File: src/rtl/scan_bist_ctrl.sv
// ---------------------------------------------------------------------------
// scan_bist_ctrl
// Logic-BIST controller for a set of scan chains built from SDFF cells.
// A 16-bit PRPG feeds pseudo-random patterns into the chains. A 16-bit MISR
// compacts the chain responses into a signature.
// Each run is a sequence of shift / capture phases, one per pattern. A final
// unload phase then flushes the last captured response into the MISR.
//
// Ports
//   CK        : clock, all state changes on the rising edge
//   RN        : asynchronous active-low reset
//   start     : single-cycle run request (honoured in IDLE and DONE only)
//   so        : scan-out of the last cell of each chain
//   se        : scan enable to every SDFF SE pin (registered)
//   si        : scan-in to the first cell of each chain (registered)
//   busy      : run in progress
//   done      : run complete, signature valid
//   signature : MISR contents
// ---------------------------------------------------------------------------
module scan_bist_ctrl #(
    parameter int          NUM_CHAINS   = 4,
    parameter int          CHAIN_LEN    = 16,
    parameter int          NUM_PATTERNS = 32,
    parameter logic [15:0] SEED         = 16'hACE1
) (
    input  logic                  CK,
    input  logic                  RN,
    input  logic                  start,
    input  logic [NUM_CHAINS-1:0] so,
    output logic                  se,
    output logic [NUM_CHAINS-1:0] si,
    output logic                  busy,
    output logic                  done,
    output logic [15:0]           signature
);

    localparam int              SC_W      = $clog2(CHAIN_LEN) + 1;
    localparam logic [SC_W-1:0] SC_ZERO   = {SC_W{1'b0}};
    localparam logic [SC_W-1:0] SC_ONE    = SC_W'(1);
    localparam logic [SC_W-1:0] SC_LAST   = SC_W'(CHAIN_LEN - 1);
    localparam logic [15:0]     PAT_TOTAL = 16'(NUM_PATTERNS);

    typedef enum logic [2:0] {
        IDLE    = 3'd0,
        SHIFT   = 3'd1,
        CAPTURE = 3'd2,
        UNLOAD  = 3'd3,
        DONE    = 3'd4
    } state_t;

    // Fibonacci step for x^16+x^14+x^13+x^11+1, shifting toward the MSB.
    function automatic logic [15:0] lfsr_step(input logic [15:0] v);
        return {v[14:0], v[15] ^ v[13] ^ v[12] ^ v[10]};
    endfunction

    state_t                  state_r,     state_s;
    logic [15:0]             prpg_r,      prpg_s;
    logic [15:0]             misr_r,      misr_s;
    logic [SC_W-1:0]         shift_cnt_r, shift_cnt_s;
    logic [15:0]             pat_cnt_r,   pat_cnt_s;
    logic [15:0]             so_ext_s;
    logic                    se_r,   se_s;
    logic [NUM_CHAINS-1:0]   si_r,   si_s;
    logic                    busy_r, busy_s;
    logic                    done_r, done_s;

    // Next-state, datapath updates and decode of the registered outputs.
    always_comb begin
        state_s     = state_r;
        prpg_s      = prpg_r;
        misr_s      = misr_r;
        shift_cnt_s = shift_cnt_r;
        pat_cnt_s   = pat_cnt_r;
        so_ext_s    = 16'h0000;
        for (int i = 0; i < NUM_CHAINS; i++) begin
            so_ext_s[i] = so[i];
        end

        case (state_r)
            IDLE, DONE: begin
                if (start) begin
                    state_s     = SHIFT;
                    prpg_s      = SEED;
                    misr_s      = 16'h0000;
                    shift_cnt_s = SC_ZERO;
                    pat_cnt_s   = 16'h0000;
                end else begin
                    state_s = state_r;
                end
            end
            SHIFT: begin
                prpg_s = lfsr_step(prpg_r);
                // During the first load the chains hold unknown data.
                if (pat_cnt_r != 16'h0000) begin
                    misr_s = lfsr_step(misr_r) ^ so_ext_s;
                end else begin
                    misr_s = misr_r;
                end
                if (shift_cnt_r == SC_LAST) begin
                    shift_cnt_s = SC_ZERO;
                    state_s     = CAPTURE;
                end else begin
                    shift_cnt_s = shift_cnt_r + SC_ONE;
                end
            end
            CAPTURE: begin
                pat_cnt_s = pat_cnt_r + 16'h0001;
                if (pat_cnt_s < PAT_TOTAL) begin
                    state_s = SHIFT;
                end else begin
                    state_s = UNLOAD;
                end
            end
            UNLOAD: begin
                misr_s = lfsr_step(misr_r) ^ so_ext_s;
                if (shift_cnt_r == SC_LAST) begin
                    shift_cnt_s = SC_ZERO;
                    state_s     = DONE;
                end else begin
                    shift_cnt_s = shift_cnt_r + SC_ONE;
                end
            end
            default: begin
                state_s = IDLE;
            end
        endcase

        // Outputs are decoded from the next state so the flops present the
        // value belonging to the state being entered.
        se_s   = 1'b0;
        si_s   = {NUM_CHAINS{1'b0}};
        busy_s = 1'b0;
        done_s = 1'b0;
        case (state_s)
            SHIFT: begin
                se_s   = 1'b1;
                si_s   = prpg_s[NUM_CHAINS-1:0];
                busy_s = 1'b1;
            end
            CAPTURE: begin
                busy_s = 1'b1;
            end
            UNLOAD: begin
                se_s   = 1'b1;
                busy_s = 1'b1;
            end
            DONE: begin
                done_s = 1'b1;
            end
            default: begin
                se_s = 1'b0;
            end
        endcase
    end

    // State, datapath and output registers.
    always_ff @(posedge CK or negedge RN) begin
        if (!RN) begin
            state_r     <= IDLE;
            prpg_r      <= SEED;
            misr_r      <= 16'h0000;
            shift_cnt_r <= SC_ZERO;
            pat_cnt_r   <= 16'h0000;
            se_r        <= 1'b0;
            si_r        <= {NUM_CHAINS{1'b0}};
            busy_r      <= 1'b0;
            done_r      <= 1'b0;
        end else begin
            state_r     <= state_s;
            prpg_r      <= prpg_s;
            misr_r      <= misr_s;
            shift_cnt_r <= shift_cnt_s;
            pat_cnt_r   <= pat_cnt_s;
            se_r        <= se_s;
            si_r        <= si_s;
            busy_r      <= busy_s;
            done_r      <= done_s;
        end
    end

    assign se        = se_r;
    assign si        = si_r;
    assign busy      = busy_r;
    assign done      = done_r;
    assign signature = misr_r;

endmodule

File: config.mk
export PLATFORM = sky130hd
export DESIGN_NAME = scan_bist_ctrl
export DESIGN_NICKNAME = d
export VERILOG_FILES = /design/src/rtl/scan_bist_ctrl.sv
export SDC_FILE = /design/constraint.sdc
export NUM_CORES = 1
export LEC_CHECK = 0
export BUFFER_PORTS_ARGS = -buffer_cell sky130_fd_sc_hd__buf_2
export CORE_ASPECT_RATIO = 1.25
export CORE_MARGIN = 2
export CORE_UTILIZATION = 27
export DETAILED_ROUTE_END_ITERATION = 7
export SYNTH_ARGS = -nofsm -noshare
export SYNTH_HDL_FRONTEND = slang
export SYNTH_SLANG_ARGS = --single-unit
export TNS_END_PERCENT = 100
File: constraint.sdc
create_clock -name CK -period 3.3 [get_ports CK]
set_input_delay 0.33 -clock CK [delete_from_list [all_inputs] [get_ports CK]]
set_output_delay 0.33 -clock CK [all_outputs]
set_load 0.02 [all_outputs]
==> results of run 1 <==
## per-layer routing
layer	wire length [um]	global-route usage [%]
met1	2990	13.4
met2	3100	18.2
met3	237	3.64
met4	141	5.82
met5	0	0
## cell families after synthesis
logic type               count (synthesis)  synth area share (%)
XOR/XNOR                                13                  3.76
AND/OR/NAND/NOR                        117                  20.5
multiplexers                             1                 0.371
AO/OA/AOI/OAI                           78                  18.3
flip-flops                              63                  52.3
adder cells (fa/ha/maj)                  3                  1.24
buffers and inverters                   20                  3.51
## cells in the mapped netlist, types with 2 or more instances
cell type   n  share of area (%)
buf_2       7                1.2
a22o_1     24                6.9
xnor2_1     8                2.3
dfstp_2     8                6.9
nand4_1     8                1.7
nand2b_1    4               0.83
xor2_1      5                1.4
a21oi_1     4               0.66
nand2_1    37                4.6
nor4_2      2               0.83
dfrtp_1    55                 45
ha_1        3                1.2
a31oi_1     5                1.0
o22ai_1     2               0.41
inv_1       2               0.25
o31ai_1     3               0.74
nand3_1    16                2.6
o21ai_0    31                5.1
clkbuf_1    8               0.99
nor2_1     23                2.8
nor3b_1     5                1.2
buf_6       3                1.1
and3_1      6                1.2
nor2b_1     2               0.41
nor4_1      3               0.62
a32o_1      2               0.66
## power by group through the flow
stage | Combinational [mW] | Sequential, mW | Clock, mW
CTS | 0.446 | 0.974 | 0.860
global route | 0.472 | 0.987 | 0.895
floorplan | 0.171 | 1.10 | 0
global placement | 0.436 | 0.983 | 0
detailed placement | 0.444 | 0.986 | 0
finish | 0.438 | 0.974 | 0.838
## sequential cells by signal (all words and copies together) (netlist names), 3 cells and up
signal and count:
pat_cnt_r 16, prpg_r 16, shift_cnt_r 5, si 4, signature 16, state_r 3
## worst min path at each step
stage	start	endpoint	slack [ns]	depth (start not counted)
6_report	RN	signature[1]$_DFFE_PN0P_	-0.0004	1
5_1_grt	RN	signature[13]$_DFFE_PN0P_	0.04	1
4_1_cts	RN	signature[1]$_DFFE_PN0P_	0.02	1
3_5_place_dp	RN	signature[1]$_DFFE_PN0P_	0.36	1
3_3_place_gp	RN	signature[1]$_DFFE_PN0P_	0.35	1
2_1_floorplan	RN	busy$_DFF_PN0_	0.03	0
## critical path: cells and delay by family (launching register included)
kind / cells / cell delay (ns)
compound gates: 1 / 0.26
flops: 1 / 0.48
simple gates: 4 / 1.31
## cell type report
cell class,instances,area [sq um]
inverter,2,7.51
timing repair buffer,32,168
clock buffer,12,246
clock inverter,4,22.5
multi-input combinational,212,1340
sequential,63,1590
tap,135,169
fill,1102,7490
## through the flow
| stage | area (sq um) | hold WS, ns | setup slack (ns) | util, % |
|---|---|---|---|---|
| after floorplan | 3030 | 0.0344 | 1.39 | - |
| after global placement | 3270 | 0.355 | 1.15 | 29.6 |
| after detailed placement | 3270 | 0.358 | 1.14 | 29.6 |
| after CTS | 3540 | 0.0167 | 1.13 | 32.1 |
| after global routing | 3540 | 0.0420 | 0.962 | 32.1 |
| final | 3540 | -0.000394 | 1.12 | 32.1 |
==> impl_metrics.tcl, run 1 <==
set metrics [dict create \
    switchingPower_mw 0.648 \
    holdBufCountCts 0 \
    leakage_nw 1.57 \
    row_count 43 \
    yosysWarnings 0 \
    rsz0062_at_grt "no" \
    powerDensity_mw_per_mm2 636 \
    placed_cells 444 \
    htreeDepth 3 \
    skew_ns 0.00572 \
    antenna_found_initial 0 \
    required_ns 3.50 \
    grt_pass1_wl_um 10800 \
    path_cells "or3_1 > nor4_1 > nand4_1 > and2_1 > a22o_1" \
    worstSetupPathType "register to register" \
    avgSynthCellArea_sq_um 10.3 \
    gp_congestion 0.841 \
    switching_share_pct 28.8 \
    worstSetupStartpointType "register" \
    slew-limit-headroom_pct 54.3 \
    cp_data_arrival_time_ns 2.38 \
    syn_inst 295 \
    finalPower_mw 2.25 \
    sequentialPowerShare_pct 43.3 \
    fmax_mhz 460 \
    cts_tree "done" \
    fin_crit_ns 2.18 \
    nNetsFinal 330 \
    ys_dominant_reg_cell "dfrtp_1" \
    violations "hold timing" \
    first_global_vias 2294 \
    drv_slew 0 \
    core_area_sq_mm 0.0110 \
    async_flop_share_pct 100 \
    dr.pass1.iters 4 \
    cts_sinks 63 \
    post-route-period-util_pct 65.9 \
    power.clock.fraction_pct 37.3 \
    path_max_fanout 16 \
    comb_power_share_pct 19.5 \
    drc 0 \
    outcome "complete, but fails checks" \
    synth_edf_count 0 \
    final-setup-viol-count 0 \
    end_kind "register" \
    antenna_cells 0 \
    post-cts-setup-buffer-count 0 \
    synth_nets 305 \
    hpwl_um 4490 \
    grtUsageTotal_pct 11.3 \
    p_int_mw 1.60 \
    r2r_start "pat_cnt_r[7]$_DFFE_PN0P_" \
    cp-endpoint "signature[15]$_DFFE_PN0P_" \
    maxCapViolCount 0 \
    clock_path_buffers 2 \
    die_w_um 98.8 \
    cts_inserted_buffers 9 \
    port_buffers 29 \
    fin_cells 460 \
    grt_max_degree 40 \
    syn2layout_area_growth_pct 16.7 \
    min_path_type "input port to async pin" \
    ir_drop_v 0.000249 \
    ys_ff_latch 63 \
    clk_latency_ns 0.32 \
    reg2reg_depth 5 \
    worst_pin_slew_ns 0.683 \
    seq_area_frac_synth_pct 52.3 \
    antenna_left 0 \
    r2r_end "signature[15]$_DFFE_PN0P_" \
    die_area_sq_mm 0.0121 \
    die_y_um 122 \
    clockRootBuffer "clkbuf_16" \
    vias 2337 \
    globalRoute.totalOverflow 0 \
    ys_types 45 \
    final_common_cell "dfrtp_1" \
    io_pins 30 \
    ff2ff_setup_slack_ns 1.12 \
    whs_ns -0.000394 \
    mostFrequentLayoutCells "55 x dfrtp_1, 37 x nand2_1, 31 x o21ai_0, 29 x buf_2, 24 x a22o_1" \
    start_util_pct 27.5 \
    clkTransAtPathRegs_ns 0.05 \
    setup-tns-final_ns 0 \
    post_cts_resized 0 \
    drive_above_1_share_pct 20.0 \
    slowest_stage "dfrtp_1" \
    setup.worst_path.start "pat_cnt_r[7]$_DFFE_PN0P_" \
    crit_path_max_incr_delay_ns 0.48 \
    vias_per_cell 5.08 \
    syn-cell-area_sq_mm 0.00303 \
    dr.first_iter.drc_count 162 \
    wl_per_cell_um 14.1 \
    hold_viol_final 1 \
    wl_um 6470 \
]
No activity file was read; power rests on OpenSTA's default activity.
==> run 2: changes to the inputs <==
- clock period: 3.3 -> 2.28 ns (I/O delays scaled with it)
==> impl_metrics.tcl, run 2 (synthesis gave the netlist of run 1 again) <==
set metrics [dict create \
    outcome "finished, final reports clean" \
    die_w_um 98.8 \
    fin_crit_ns 2.12 \
    worstSetupStartpointType "register" \
    whs_path_depth 3 \
    switchingPower_mw 0.984 \
    comb_power_share_pct 19.6 \
    power.clock.fraction_pct 37.6 \
    grtUsageTotal_pct 11.5 \
    wl_per_cell_um 14.0 \
    fmax_mhz 471 \
    clockRootBuffer "clkbuf_16" \
    post-cts-setup-buffer-count 0 \
    leakage_nw 1.63 \
    htreeDepth 3 \
    powerDensity_mw_per_mm2 903 \
    cts_inserted_buffers 9 \
    sequentialPowerShare_pct 42.8 \
    r2r_end "si[0]$_DFF_PN0_" \
    setup-tns-final_ns 0 \
    io_pins 30 \
    hp-start "so[3]" \
    globalRoute.totalOverflow 0 \
    path_cells "ha_1 > and3_1 > nand3_1 > mux2_2 > o22ai_1 > a31oi_4 > nor3b_1" \
    drc 0 \
    worstSetupPathType "register to register" \
    final-setup-viol-count 0 \
    post-route-period-util_pct 93.1 \
    path_max_fanout 6 \
    reg2reg_depth 7 \
    mostFrequentLayoutCells "55 x dfrtp_1, 37 x nand2_1, 31 x o21ai_0, 29 x buf_2, 24 x a22o_1" \
    hpwl_um 4450 \
    required_ns 2.51 \
    wl_um 6570 \
    p_int_mw 2.30 \
    cp_data_arrival_time_ns 2.35 \
    drive_above_1_share_pct 22.5 \
    dr.pass1.iters 4 \
    first_global_vias 2235 \
    row_count 43 \
    hold_end "signature[3]$_DFFE_PN0P_" \
    grt_pass1_wl_um 11000 \
    core_area_sq_mm 0.0110 \
    slowest_stage "dfrtp_1" \
    hold_viol_final 0 \
    crit_path_max_incr_delay_ns 0.43 \
    clkTransAtPathRegs_ns 0.05 \
    dr.first_iter.drc_count 154 \
    ir_drop_v 0.000407 \
    end_kind "register" \
    die_y_um 122 \
    r2r_start "pat_cnt_r[0]$_DFFE_PN0P_" \
    clock_path_buffers 2 \
    whs_ns 0.270 \
    final_common_cell "dfrtp_1" \
    antenna_found_initial 0 \
    drv_slew 0 \
    cts_tree "done" \
    worst_pin_slew_ns 0.625 \
    maxCapViolCount 0 \
    die_area_sq_mm 0.0121 \
    vias 2352 \
    gp_congestion 0.847 \
    antenna_left 0 \
    ff2ff_setup_slack_ns 0.16 \
    skew_ns 0.00905 \
    vias_per_cell 5.03 \
    start_util_pct 27.5 \
    slew-limit-headroom_pct 57.9 \
    min_path_type "input port to register" \
    nNetsFinal 338 \
    clk_latency_ns 0.33 \
    cts_sinks 63 \
    rsz0062_at_grt "no" \
    n_fill_cell 1124 \
    syn2layout_area_growth_pct 19.9 \
    switching_share_pct 30.0 \
    grt_max_degree 64 \
    port_buffers 29 \
    antenna_cells 0 \
]
run 2: through the flow:
stage	worst slack (ns)	instance area, sq um	power [mW]	instances	utilization (%)
2_1_floorplan	0.367	3030	1.83	295	-
3_3_place_gp	0.130	3330	2.06	451	30.2
3_5_place_dp	0.121	3330	2.07	451	30.2
4_1_cts	0.0998	3620	3.32	468	32.8
5_1_grt	0.00602	3630	3.43	468	32.9
6_report	0.157	3630	3.28	468	32.9
run 2: worst max-delay path: cells and delay by family (launching register included):
family | cells | cell delay, ns
AOI/OAI and AO/OA | 2 | 0.37
adders and majority gates | 1 | 0.30
and+or+nand+nor | 3 | 0.59
muxes | 1 | 0.35
DFF | 1 | 0.43
run 2: worst max-delay path by stage:
stage,start,to,slack (ns)
finish,pat_cnt_r[0]$_DFFE_PN0P_,si[0]$_DFF_PN0_,0.16
global route,pat_cnt_r[0]$_DFFE_PN0P_,si[0]$_DFF_PN0_,0.006
CTS,pat_cnt_r[0]$_DFFE_PN0P_,si[0]$_DFF_PN0_,0.1
detailed placement,pat_cnt_r[0]$_DFFE_PN0P_,si[0]$_DFF_PN0_,0.12
global placement,pat_cnt_r[0]$_DFFE_PN0P_,si[3]$_DFF_PN0_,0.13
floorplan,pat_cnt_r[0]$_DFFE_PN0P_,si[1]$_DFF_PN0_,0.37
run 2: final cells by class:
class | instances | area, sq um | area share, %
Tap cell | 135 | 169 | 4.65
Clock buffer | 9 | 225 | 6.20
Multi-Input combinational cell | 212 | 1350 | 37.2
Inverter | 2 | 7.51 | 0.207
Timing Repair Buffer | 40 | 243 | 6.68
Clock inverter | 7 | 50.0 | 1.38
Sequential cell | 63 | 1590 | 43.7
run 2: repair_timing:
action | in CTS | in global routing
hold buffers | 1 | 0
endpoints found under the hold margin | 55 | 0
endpoints found under the setup margin | 0 | 5
resized for setup | 0 | 2
run 2: metal layers:
layer / GRT usage [%] / up-vias / share of wire [%]
li1: - / 1140 / -
met2: 18.8 / 70 / 49
met5: 0 / - / 0
met4: 5.22 / 0 / 2.2
met1: 14.2 / 1132 / 43
met3: 3.19 / 10 / 5.6
run 2: power groups by stage:
stage / clock [mW] / combinational, mW / sequential (mW)
2_1_floorplan: 0 / 0.248 / 1.59
4_1_cts: 1.26 / 0.654 / 1.41
6_report: 1.23 / 0.644 / 1.40
3_5_place_dp: 0 / 0.647 / 1.43
3_3_place_gp: 0 / 0.635 / 1.42
5_1_grt: 1.31 / 0.689 / 1.43
==> run 3: changes to the inputs <==
- ABC_AREA: default -> 1
- CORE_MARGIN: 2 -> 4
==> impl_metrics.tcl, run 3 <==
set metrics [dict create \
    die_area_sq_mm 0.0128 \
    post-route-util_pct 34.1 \
    cts_inserted_buffers 9 \
    cts_sinks 63 \
    drive_above_1_share_pct 20.0 \
    powerDensity_mw_per_mm2 1560 \
    hold_viol_final 0 \
    clk_latency_ns 0.33 \
    core_area_sq_mm 0.0107 \
    synth-xor-area-share_pct 3.81 \
    synth-simple-area-share_pct 22.4 \
    min_path_type "input port to register" \
    clkTransAtPathRegs_ns 0.06 \
    htreeDepth 3 \
    clock_path_buffers 2 \
    outcome "finished, final reports clean" \
    cts_tree "done" \
    die_w_um 102 \
    grt_pass1_wl_um 11100 \
    ys_dominant_reg_cell "dfrtp_1" \
    grt_max_degree 39 \
    avgSynthCellArea_sq_um 8.66 \
    regArea_sq_mm 0.00159 \
    required_ns 2.49 \
    slew-limit-headroom_pct 58.5 \
    ys_top_cells_by_count "74 x nand2_1, 55 x dfrtp_1, 53 x inv_1" \
    slowest_stage "dfrtp_1" \
    fin_crit_ns 1.90 \
    antenna_cells 0 \
    vias 2404 \
    syn-cell-area_sq_mm 0.00299 \
    setup-tns-final_ns 0 \
    leakage_nw 1.79 \
    wl_um 6500 \
    drc 0 \
    hpwl_um 4730 \
    io_pins 30 \
    dr.pass1.iters 4 \
    path_max_fanout 15 \
    synthMuxAreaShare_pct 0 \
    final-setup-viol-count 0 \
    holdBufCountCts 1 \
    synthAdderAreaFrac_pct 1.26 \
    vias_per_cell 4.61 \
    start_util_pct 27.9 \
    die_y_um 126 \
    synth_top_family_by_area "simple AND/OR/NAND/NOR gates" \
    seq_area_frac_synth_pct 53.1 \
    grtUsageTotal_pct 10.9 \
    worst_pin_slew_ns 0.622 \
    first_global_vias 2387 \
    port_buffers 29 \
    maxCapViolCount 0 \
    final_common_cell "nand2_1" \
    dr.first_iter.drc_count 73 \
    post-cts-setup-buffer-count 0 \
    wl_per_cell_um 12.4 \
    synthTopCellsByArea "dfrtp_1 46%, nand2_1 9.3%, dfstp_2 7.0%, inv_1 6.7%, o21ai_0 4.7%" \
    yosysWarnings 0 \
    post-route-period-util_pct 83.3 \
    syn2layout_area_growth_pct 22.5 \
    crit_path_max_incr_delay_ns 0.41 \
    fin_cells 522 \
    worstSetupPathType "register to register" \
    antenna_found_initial 0 \
    drv_slew 0 \
    synth_top_area_share_pct 46.1 \
    n_fill_cell 1124 \
    yosysMostFrequentCell "nand2_1" \
    post_cts_resized 0 \
    path_common_cell "nand2_1" \
    nNetsFinal 395 \
    gp_congestion 0.870 \
    path_cells "nor2_1 > inv_1 > nor2_2 > inv_2 > nand2_1 > nand2_1 > a22o_1" \
    synth_compound_area_share_pct 11.6 \
    end_kind "register" \
    ir_drop_v 0.000476 \
    skew_ns 0.00866 \
    ys_ff_latch 63 \
    cp_data_arrival_time_ns 2.11 \
    crit_family "simple AND/OR/NAND/NOR gates" \
    rsz0062_at_grt "no" \
    synth_edf_count 0 \
    globalRoute.totalOverflow 0 \
    clockRootBuffer "clkbuf_16" \
    synth_nets 355 \
    antenna_left 0 \
    whs_ns 0.207 \
    fmax_mhz 526 \
    mostFrequentLayoutCells "74 x nand2_1, 55 x dfrtp_1, 53 x inv_1, 29 x buf_2, 28 x o21ai_0" \
    crit_buf_inv 2 \
    placed_cells 505 \
    worstSetupStartpointType "register" \
    row_count 42 \
    async_flop_share_pct 100 \
    syn_inst 345 \
    synth.largest_area_cell "dfrtp_1" \
    multi_input_area_sq_mm 0.00116 \
    ys_types 30 \
]
run 3: cell types whose count changed in the layout (fill, tap and decap cells not counted), sizes merged, moves of 10 or more:
cell / previous run / this run
nand2: 37 / 78
a22o: 24 / 9
nor2: 24 / 34
o22ai: 2 / 12
inv: 2 / 58
run 3: power by group:
part	leakage [nW]	total [mW]	switching (mW)	internal [mW]
combinational	0.849	2.27	1.46	0.814
clock	0.155	1.49	0.502	0.991
sequential	0.788	1.95	0.314	1.64
run 3: cells by family (layout without fill, tap and decap cells):
logic type / Yosys count / count (layout)
AO/OA/AOI/OAI: 57 / 57
flip-flops: 63 / 63
buffers and inverters: 62 / 107
AND/OR/NAND/NOR: 147 / 147
adder cells (fa/ha/maj): 3 / 3
XOR/XNOR: 13 / 13
run 3: final cells by class:
type	instances	area share, %
Multi-Input combinational cell	220	31.8
Timing Repair Buffer	34	5.40
Tap cell	132	4.51
Clock inverter	6	2.53
Clock buffer	10	6.53
Inverter	57	5.85
Sequential cell	63	43.4
run 3: path summary, 6_finish.rpt:
check                                           start                    endpoint  slack [ns]  cells past startpoint
setup reg to reg                 state_r[0]$_DFF_PN0_    signature[9]$_DFFE_PN0P_        0.38                      7
hold reg to reg            shift_cnt_r[0]$_DFFE_PN0P_  shift_cnt_r[0]$_DFFE_PN0P_        0.50                      1
setup / recovery                 state_r[0]$_DFF_PN0_    signature[9]$_DFFE_PN0P_        0.38                      7
max in group asynchronous                          RN       prpg_r[7]$_DFFE_PN1P_        1.16                      3
min in group asynchronous                          RN   pat_cnt_r[11]$_DFFE_PN0P_        0.45                      2
hold / removal                                  so[2]    signature[2]$_DFFE_PN0P_        0.21                      3
run 3: per-layer routing:
layer / global-route usage [%] / share of wire (%) / up-vias
li1: - / - / 1194
met3: 3.48 / 5.8 / 6
met5: 0 / 0 / -
met2: 16.9 / 48 / 60
met4: 3.71 / 1.1 / 0
met1: 14.2 / 45 / 1144
run 3: metrics by stage:
stage	total power, mW	instance area [sq um]	setup WS, ns
2_1_floorplan	3.60	2990	0.705
3_3_place_gp	4.21	3320	0.381
3_5_place_dp	4.26	3320	0.341
4_1_cts	5.78	3660	0.346
5_1_grt	6.19	3660	0.171
6_report	5.71	3660	0.380
run 3: worst reg2reg max path, cell delays in order (launching register included):
cell and delay, ns:
dfrtp_1 0.41, nor2_1 0.15, inv_1 0.06, nor2_2 0.17
inv_2 0.14, nand2_1 0.19, nand2_1 0.34, a22o_1 0.33
